<file path="config.mk">
export PLATFORM = sky130hd
export DESIGN_NAME = ks_voice_ctrl
export DESIGN_NICKNAME = d
export VERILOG_FILES = /design/src/rtl/ks_voice_ctrl.sv
export SDC_FILE = /design/constraint.sdc
export NUM_CORES = 1
export LEC_CHECK = 0
export BUFFER_PORTS_ARGS = -buffer_cell sky130_fd_sc_hd__buf_2
export CAP_MARGIN = 20
export CORE_UTILIZATION = 50
export CTS_CLUSTER_SIZE = 30
export DETAILED_ROUTE_END_ITERATION = 6
export PLACE_DENSITY = 0.73
export SETUP_SLACK_MARGIN = 0.3
export SYNTH_ARGS = -nofsm -noshare
export SYNTH_HDL_FRONTEND = slang
export SYNTH_SLANG_ARGS = --single-unit
</file>
<file path="constraint.sdc">
create_clock -name clk -period 2.36 [get_ports clk]
set_input_delay 0.472 -clock clk [delete_from_list [all_inputs] [get_ports clk]]
set_output_delay 0.472 -clock clk [all_outputs]
set_load 0.005 [all_outputs]
</file>
<file path="src/rtl/ks_voice_ctrl.sv">
// Single-voice controller: turns MIDI notes into a delay length, drives the karplus_strong engine once per sample tick, and forwards one sample per tick to I2S.
// Optional KS_VOICE_MUTE_EN: a note_off that matches the sounding note silences the voice.
module ks_voice_ctrl #(
  parameter int          TIMEOUT   = 4096,
  parameter logic [10:0] LEN_RESET = 11'd183
) (
  input  logic        clk,
  input  logic        rst,
  input  logic        sample_tick,
  input  logic        note_on,
  input  logic        note_off,
  input  logic [6:0]  note,
  output logic        start,
  output logic        newnote,
  output logic [10:0] length,
  input  logic [23:0] dout,
  input  logic        dout_valid,
  output logic [23:0] sample_out,
  output logic        sample_valid,
  output logic        busy,
  output logic        overrun,
  output logic        timeout_err
);

  typedef enum logic [1:0] {S_IDLE, S_START, S_WAIT, S_OUT} state_t;

  localparam int             CW       = $clog2(TIMEOUT + 1);
  localparam logic [CW-1:0]  CNT_LAST = CW'(TIMEOUT - 1);

  state_t         state_q, state_d;
  logic [10:0]    pend_len_q, pend_len_d;
  logic           pend_new_q, pend_new_d;
  logic [6:0]     cur_note_q, cur_note_d;
  logic           active_q, active_d;
  logic [10:0]    length_q, length_d;
  logic           newnote_q, newnote_d;
  logic [23:0]    sample_out_q, sample_out_d;
  logic [CW-1:0]  cnt_q, cnt_d;
  logic           dv_prev_q;
  logic           overrun_q, overrun_d;
  logic           timeout_err_q, timeout_err_d;

  logic           note_ok;
  logic [10:0]    tbl_len;

  assign note_ok = (note >= 7'd33) && (note <= 7'd108);

  // floor(48000 / f(n)) for the playable range; everything else is rejected by note_ok.
  always_comb begin
    tbl_len = 11'd0;
    case (note)
      7'd33: tbl_len = 11'd872;  7'd34: tbl_len = 11'd823;  7'd35: tbl_len = 11'd777;  7'd36: tbl_len = 11'd733;
      7'd37: tbl_len = 11'd692;  7'd38: tbl_len = 11'd653;  7'd39: tbl_len = 11'd617;  7'd40: tbl_len = 11'd582;
      7'd41: tbl_len = 11'd549;  7'd42: tbl_len = 11'd518;  7'd43: tbl_len = 11'd489;  7'd44: tbl_len = 11'd462;
      7'd45: tbl_len = 11'd436;  7'd46: tbl_len = 11'd411;  7'd47: tbl_len = 11'd388;  7'd48: tbl_len = 11'd366;
      7'd49: tbl_len = 11'd346;  7'd50: tbl_len = 11'd326;  7'd51: tbl_len = 11'd308;  7'd52: tbl_len = 11'd291;
      7'd53: tbl_len = 11'd274;  7'd54: tbl_len = 11'd259;  7'd55: tbl_len = 11'd244;  7'd56: tbl_len = 11'd231;
      7'd57: tbl_len = 11'd218;  7'd58: tbl_len = 11'd205;  7'd59: tbl_len = 11'd194;  7'd60: tbl_len = 11'd183;
      7'd61: tbl_len = 11'd173;  7'd62: tbl_len = 11'd163;  7'd63: tbl_len = 11'd154;  7'd64: tbl_len = 11'd145;
      7'd65: tbl_len = 11'd137;  7'd66: tbl_len = 11'd129;  7'd67: tbl_len = 11'd122;  7'd68: tbl_len = 11'd115;
      7'd69: tbl_len = 11'd109;  7'd70: tbl_len = 11'd102;  7'd71: tbl_len = 11'd97;   7'd72: tbl_len = 11'd91;
      7'd73: tbl_len = 11'd86;   7'd74: tbl_len = 11'd81;   7'd75: tbl_len = 11'd77;   7'd76: tbl_len = 11'd72;
      7'd77: tbl_len = 11'd68;   7'd78: tbl_len = 11'd64;   7'd79: tbl_len = 11'd61;   7'd80: tbl_len = 11'd57;
      7'd81: tbl_len = 11'd54;   7'd82: tbl_len = 11'd51;   7'd83: tbl_len = 11'd48;   7'd84: tbl_len = 11'd45;
      7'd85: tbl_len = 11'd43;   7'd86: tbl_len = 11'd40;   7'd87: tbl_len = 11'd38;   7'd88: tbl_len = 11'd36;
      7'd89: tbl_len = 11'd34;   7'd90: tbl_len = 11'd32;   7'd91: tbl_len = 11'd30;   7'd92: tbl_len = 11'd28;
      7'd93: tbl_len = 11'd27;   7'd94: tbl_len = 11'd25;   7'd95: tbl_len = 11'd24;   7'd96: tbl_len = 11'd22;
      7'd97: tbl_len = 11'd21;   7'd98: tbl_len = 11'd20;   7'd99: tbl_len = 11'd19;   7'd100: tbl_len = 11'd18;
      7'd101: tbl_len = 11'd17;  7'd102: tbl_len = 11'd16;  7'd103: tbl_len = 11'd15;  7'd104: tbl_len = 11'd14;
      7'd105: tbl_len = 11'd13;  7'd106: tbl_len = 11'd12;  7'd107: tbl_len = 11'd12;  7'd108: tbl_len = 11'd11;
      default: tbl_len = 11'd0;
    endcase
  end

  always_comb begin
    // NOTE: every _d starts from its _q value so no path through this block can infer a latch.
    state_d       = state_q;
    pend_len_d    = pend_len_q;
    pend_new_d    = pend_new_q;
    cur_note_d    = cur_note_q;
    active_d      = active_q;
    length_d      = length_q;
    newnote_d     = 1'b0;
    sample_out_d  = sample_out_q;
    cnt_d         = cnt_q;
    overrun_d     = overrun_q;
    timeout_err_d = timeout_err_q;

    case (state_q)
      S_IDLE: begin
        if (sample_tick) begin
          if (active_q) begin
            // Length and newnote are loaded on entry so both are valid during the start cycle.
            state_d = S_START;
            if (pend_new_q) begin
              newnote_d  = 1'b1;
              length_d   = pend_len_q;
              pend_new_d = 1'b0;
            end
          end else begin
            state_d      = S_OUT;
            sample_out_d = '0;
          end
        end
      end
      S_START: begin
        state_d = S_WAIT;
        cnt_d   = '0;
      end
      S_WAIT: begin
        if (dout_valid && !dv_prev_q) begin
          sample_out_d = dout;
          state_d      = S_OUT;
        end else if (cnt_q == CNT_LAST) begin
          sample_out_d  = '0;
          timeout_err_d = 1'b1;
          state_d       = S_OUT;
        end else begin
          cnt_d = cnt_q + 1'b1;
        end
      end
      S_OUT:   state_d = S_IDLE;
      default: state_d = S_IDLE;
    endcase

    if (sample_tick && (state_q != S_IDLE)) overrun_d = 1'b1;

    // Applied after the tick decision so a same-cycle note only affects the following tick.
    if (note_on && note_ok) begin
      pend_len_d = tbl_len;
      pend_new_d = 1'b1;
      cur_note_d = note;
      active_d   = 1'b1;
    end
`ifdef KS_VOICE_MUTE_EN
    else if (note_off && note_ok && (note == cur_note_q)) begin
      active_d = 1'b0;
    end
`endif
  end

`ifndef KS_VOICE_MUTE_EN
  logic unused_note_bits;
  assign unused_note_bits = note_off ^ (^cur_note_q);
`endif

  // NOTE: sequential state uses non-blocking assignments so every flop samples pre-edge values.
  always_ff @(posedge clk or posedge rst) begin
    if (rst) begin
      state_q       <= S_IDLE;
      pend_len_q    <= LEN_RESET;
      pend_new_q    <= 1'b0;
      cur_note_q    <= '0;
      active_q      <= 1'b0;
      length_q      <= LEN_RESET;
      newnote_q     <= 1'b0;
      sample_out_q  <= '0;
      cnt_q         <= '0;
      dv_prev_q     <= 1'b0;
      overrun_q     <= 1'b0;
      timeout_err_q <= 1'b0;
    end else begin
      state_q       <= state_d;
      pend_len_q    <= pend_len_d;
      pend_new_q    <= pend_new_d;
      cur_note_q    <= cur_note_d;
      active_q      <= active_d;
      length_q      <= length_d;
      newnote_q     <= newnote_d;
      sample_out_q  <= sample_out_d;
      cnt_q         <= cnt_d;
      dv_prev_q     <= dout_valid;
      overrun_q     <= overrun_d;
      timeout_err_q <= timeout_err_d;
    end
  end

  assign start        = (state_q == S_START);
  assign newnote      = newnote_q;
  assign length       = length_q;
  assign sample_out   = sample_out_q;
  assign sample_valid = (state_q == S_OUT);
  assign busy         = (state_q == S_START) || (state_q == S_WAIT);
  assign overrun      = overrun_q;
  assign timeout_err  = timeout_err_q;

endmodule

</file>
After elaboration in Yosys (flattened, before gate mapping) --
Memories as Yosys holds them, arrays and structs flattened. A register that Yosys moved wholly into a read port is not among the register bits. Cells that the tools add are included.
Storage, ports and cells: register bits after elaboration 67, ROM bits 1280, input bits 37, output and inout port bits 41, word-level logic and storage cells 65, memories 1
Operators by class: add/sub/neg operators 1, magnitude comparators 2, equal/unequal tests 9, mux-type cells 21, bitwise gates (word level) 1, reductions and logical operators 19
Memories:
- (no name shown) | depth 128, bits a word 10, read ports 1, clocked after memory_dff 1, write ports 0, line 51 | case (note)
Operators with widths (number):
- $mux W24 | 4
- $pmux W24 S2 | 1
- $mux W13 | 2
- $pmux W13 S2 | 1
- $add A13 B1 Y13 const B | 1
- $eq A13 B12 Y1 const B | 1
- $reduce_bool A2 Y1 | 6
- $reduce_and A3 Y1 | 3
- $mux W1 | 8
- $mux W2 | 4
- $ne A2 B2 Y1 const B | 4
- $pmux W2 S4 | 1
- $reduce_and A4 Y1 | 2
- $ge A7 B6 Y1 const B | 1
- $le A7 B7 Y1 const B | 1
- $eq A2 B2 Y1 const B | 2
- $logic_and A1 B1 Y1 | 4
- $ne A3 B3 Y1 const B | 1
- $eq A2 B1 Y1 const B | 1
- $logic_not A2 Y1 | 1
- $reduce_and A2 Y1 | 1
- $logic_not A1 Y1 | 1
- $logic_or A1 B1 Y1 | 1
- $not A1 Y1 | 1

Longest topological paths before layout --
word-level depth 5, mapped depth 9, depth with buffers taken out 8

Worst setup path after synthesis --
No wires, ideal clock.
path type in2reg, start point input port note[0], end point register pend_len_q[0], setup time 0.077 ns, arrival time 2.177 ns, data required time 2.283 ns, slack 0.106 ns, stages 8, buffers on the path 1, path through clkbuf_1 inv_1 ha_1 nand2b_1 o221a_2 o21ai_1 a31oi_1 a31oi_1
On the way: cells in the longest elaborated chain, start to end 3, elaborated cells between the ends (all ways) 4, classes of those cells 2 x order compare; 2 x reduce/logical
RTL lines:
- start, declared | line 12 | input logic [6:0] note,
- $ge A7 B6 Y1 / $le A7 B7 Y1 (equally long branches) | line 46 | assign note_ok = (note >= 7'd33) && (note <= 7'd108);
- $logic_and A1 B1 Y1 | line 46
- $logic_and A1 B1 Y1 | line 129 | if (note_on && note_ok) begin
- end, declared | line 31 | logic [10:0] pend_len_q, pend_len_d;
Parallel ways exist; a longest one is shown, timed or not. A chain may end at the register's enable or synchronous reset.

Worst setup path in the final report --
start point register state_q[0], end point register cnt_q[11]
On the way: cells in the longest elaborated chain, start to end 3, elaborated cells between the ends (all ways) 7, classes of those cells 4 x eq/ne; 1 x mux; 2 x reduce/logical
RTL lines:
- start, declared | line 30 | state_t state_q, state_d;
- start signal, assigned | line 163 | state_q <= state_d;
- $eq A2 B2 Y1 / $eq A2 B1 Y1 (equally long branches) | line 89 | case (state_q)
- $ne A2 B2 Y1 (no source line) / $reduce_bool A2 Y1 (equally long branches)
- $reduce_and A3 Y1 (no source line)
- end signal, assigned | line 171 | cnt_q <= cnt_d;
- end, declared | line 38 | logic [CW-1:0] cnt_q, cnt_d;
Parallel ways exist; a longest one is shown, timed or not.

==> qor.yml <==
routing:
  viasPerCell: 5.70
  finalWirelength_mm: 8.56
  wl_per_cell_um: 15.0
  ant_nets: 0
  drtIter0Drc: 291
  vias: 3258
  dr.pass1.iters: 5
  drc_errors: 0
placement:
  port_buffers: 75
  dpl.cell_count: 553
  dp_hpwl_mm: 6.23
  place_congestion: 0.947
yosys:
  async_reset_ff_share_pct: 100
  synth_edf_count: 0
  synth_ff_type: "dfrtp_1"
  yosys.cell_types.count: 61
  syn-num-nets: 443
  seq_area_frac_synth_pct: 45.0
  synthesis.area_mm2: 0.00365
  ys_ff_latch: 65
  avgSynthCellArea_um2: 9.29
  synthCells: 393
  yosysWarnings: 0
floorplanning:
  die_y_um: 87.5
  io_pins: 78
  fp.coreArea_mm2: 0.00691
  die_w_um: 87.5
  die_area_mm2: 0.00765
  initial_core_util_pct: 52.9
  rows: 30
sta:
  clock.fmax_mhz: 508
  tightestPinTransition_ps: 554
  max_slew_margin_pct: 63.0
  finClkSkew_ps: 13.3
  fin_crit_ps: 1970
  hold_violations: 0
  finalSetupViolCount: 0
  rsz0062_at_grt: "true"
  slew_viol_final: 0
  fin_crit_sh_pct: 83.4
  finalSetupTns_ps: 0
global_route:
  grt_overflow_total: 0
  grt_antenna_before_repair: 0
  grt_max_degree: 41
  grt_pass1_vias: 2948
  grt.total_usage_pct: 23.2
  grt_pass1_wl_mm: 13.8
outcome:
  status: "completed"
layout:
  drive_gt1_share_pct: 28.6
  mostFrequentLayoutCell: "buf_2"
  layout_common_cells: "75 x buf_2, 58 x nand2_1, 53 x dfrtp_1, 30 x nor2_1, 25 x a22o_1"
  fin_util_pct: 64.1
  antenna_cells: 0
  area_delta_synth_final_pct: 21.2
  final_cells: 572
  final_nets: 521
power_and_ir_drop:
  power.density_mw_per_mm2: 928
  p_leak_uw: 0.00215
  irDropWorstVdd_uv: 439
worst_setup_path:
  cpMostUsedCell: "inv_1"
  slowest_delay_ps: 410
  crit_required_ps: 2570
  path_cells: "inv_1, ha_1, inv_1, nor3_4, buf_4, a2111oi_2, xnor2_1, nor2_1"
  start_kind: "flip-flop"
  arrival_ps: 2180
  critPathCaptureType: "flip-flop"
  cpMaxStageDelayCell: "dfrtp_1"
  path_max_fanout: 9
  critical_path_class: "flip-flop to flip-flop"
cts:
  hold_buffers: 0
  cts_made_buffers: 9
  clk-insertion-delay-late_ps: 340
  h-tree-depth: 3
  clockBufferDepth: 2
  root_buffer: "clkbuf_8"
  cts_tree: "done"
  cts.sinks: 65
  clk_pin_slew_ps: 80
hold_path:
  min_path_type: "input pin to async pin"
job:
  drv_cap: 0
==> layer usage <==
metal	GRT usage [%]	wire length, um
met1	31.8	3900
met2	36.0	3900
met3	5.40	651
met4	8.20	114
met5	0	0
==> power by group <==
part           internal (uW)  switching, uW
sequential              1460            161
combinational            635            812
clock                    627            412
total                   2720           1390
==> sequential cells by signal (all words and copies together), names as in the netlist <==
signal       cells
pend_len_q      10
dv_prev_q        1
overrun          1
sample_out      24
pend_new_q       1
state_q          2
newnote          1
timeout_err      1
cnt_q           13
active_q         1
length          10
==> repair_timing <==
item	CTS	global route
setup endpoints to repair	12	33
pin swaps	0	3
buffers inserted	0	3
resized for setup	3	6
==> critical path, delay by kind of cell (launching register included) <==
kind / cells / cell delay, ps
XOR/XNOR: 1 / 160
AND/OR/NAND/NOR: 2 / 110
flip-flops: 1 / 410
AO/OA/AOI/OAI: 1 / 380
adder cells (fa/ha/maj): 1 / 330
buffers and inverters: 3 / 460
==> through the flow <==
| stage | cell area [um^2] | hold WS [ps] | setup WS, ps | total power, uW |
|---|---|---|---|---|
| finish | 4430 | 183 | 392 | 4110 |
| global route | 4430 | 215 | 273 | 4370 |
| CTS | 4380 | 186 | 306 | 4120 |
| detailed placement | 4150 | 444 | 205 | 3070 |
| global placement | 4150 | 441 | 228 | 3020 |
| floorplan | 3660 | 434 | 328 | 2560 |
==> layout make-up <==
cell class	count	area, um^2
Clock inverter	4	76.3
Timing Repair Buffer	94	534
Multi-Input combinational cell	283	1840
Fill cell	608	2480
Tap cell	96	120
Clock buffer	12	145
Sequential cell	65	1640
Inverter	18	71.3
==> synthesized netlist by cell type (all sizes together) (2+ instances only) <==
| cell type | n | area, um^2 |
|---|---|---|
| xnor2 | 6 | 52.6 |
| nor3b | 3 | 22.5 |
| ha | 13 | 163 |
| a22o | 25 | 219 |
| nand4 | 6 | 37.5 |
| nand3 | 14 | 70.1 |
| nand2b | 10 | 62.6 |
| and3 | 3 | 18.8 |
| o21a | 3 | 22.5 |
| dfrtp | 53 | 1330 |
| a21o | 3 | 22.5 |
| o41ai | 2 | 17.5 |
| o22a | 2 | 17.5 |
| a211oi | 3 | 22.5 |
| nor2b | 7 | 43.8 |
| a21boi | 2 | 15.0 |
| a31oi | 8 | 50.1 |
| o21ai | 18 | 90.1 |
| o22ai | 4 | 25.0 |
| a311oi | 3 | 26.3 |
| nor4 | 2 | 12.5 |
| inv | 18 | 67.6 |
| dfstp | 12 | 315 |
| buf | 14 | 87.6 |
| nor3 | 2 | 15.0 |
| o211ai | 4 | 30.0 |
| o2111ai | 2 | 17.5 |
| a32o | 2 | 20.0 |
| mux2i | 8 | 80.1 |
| a21oi | 18 | 101 |
| nand2 | 58 | 218 |
| and2 | 2 | 15.0 |
| o311ai | 2 | 17.5 |
| nor2 | 31 | 119 |
| or2 | 2 | 12.5 |
| clkbuf | 13 | 48.8 |
==> path summary, 6_finish.rpt <==
path	startpoint	end	slack [ps]	depth (start not counted)
min in group clk	dout_valid	dv_prev_q	280	1
hold reg to reg	pend_len_q[0]	length[0]	450	2
setup reg to reg	state_q[0]	cnt_q[11]	390	8
setup / recovery	state_q[0]	cnt_q[11]	390	8
hold / removal	rst	sample_out[15]	180	2
max in group asynchronous	rst	pend_len_q[7]	1530	3
==> kinds of logic after synthesis <==
group | share of synthesized area [%]
AO/OA/AOI/OAI | 22.4
XOR/XNOR | 1.44
adder cells (fa/ha/maj) | 4.46
buffers and inverters | 5.59
flip-flops | 45.0
multiplexers | 2.81
other | 0.103
AND/OR/NAND/NOR | 18.2
Power figures use the tool's default switching activity.
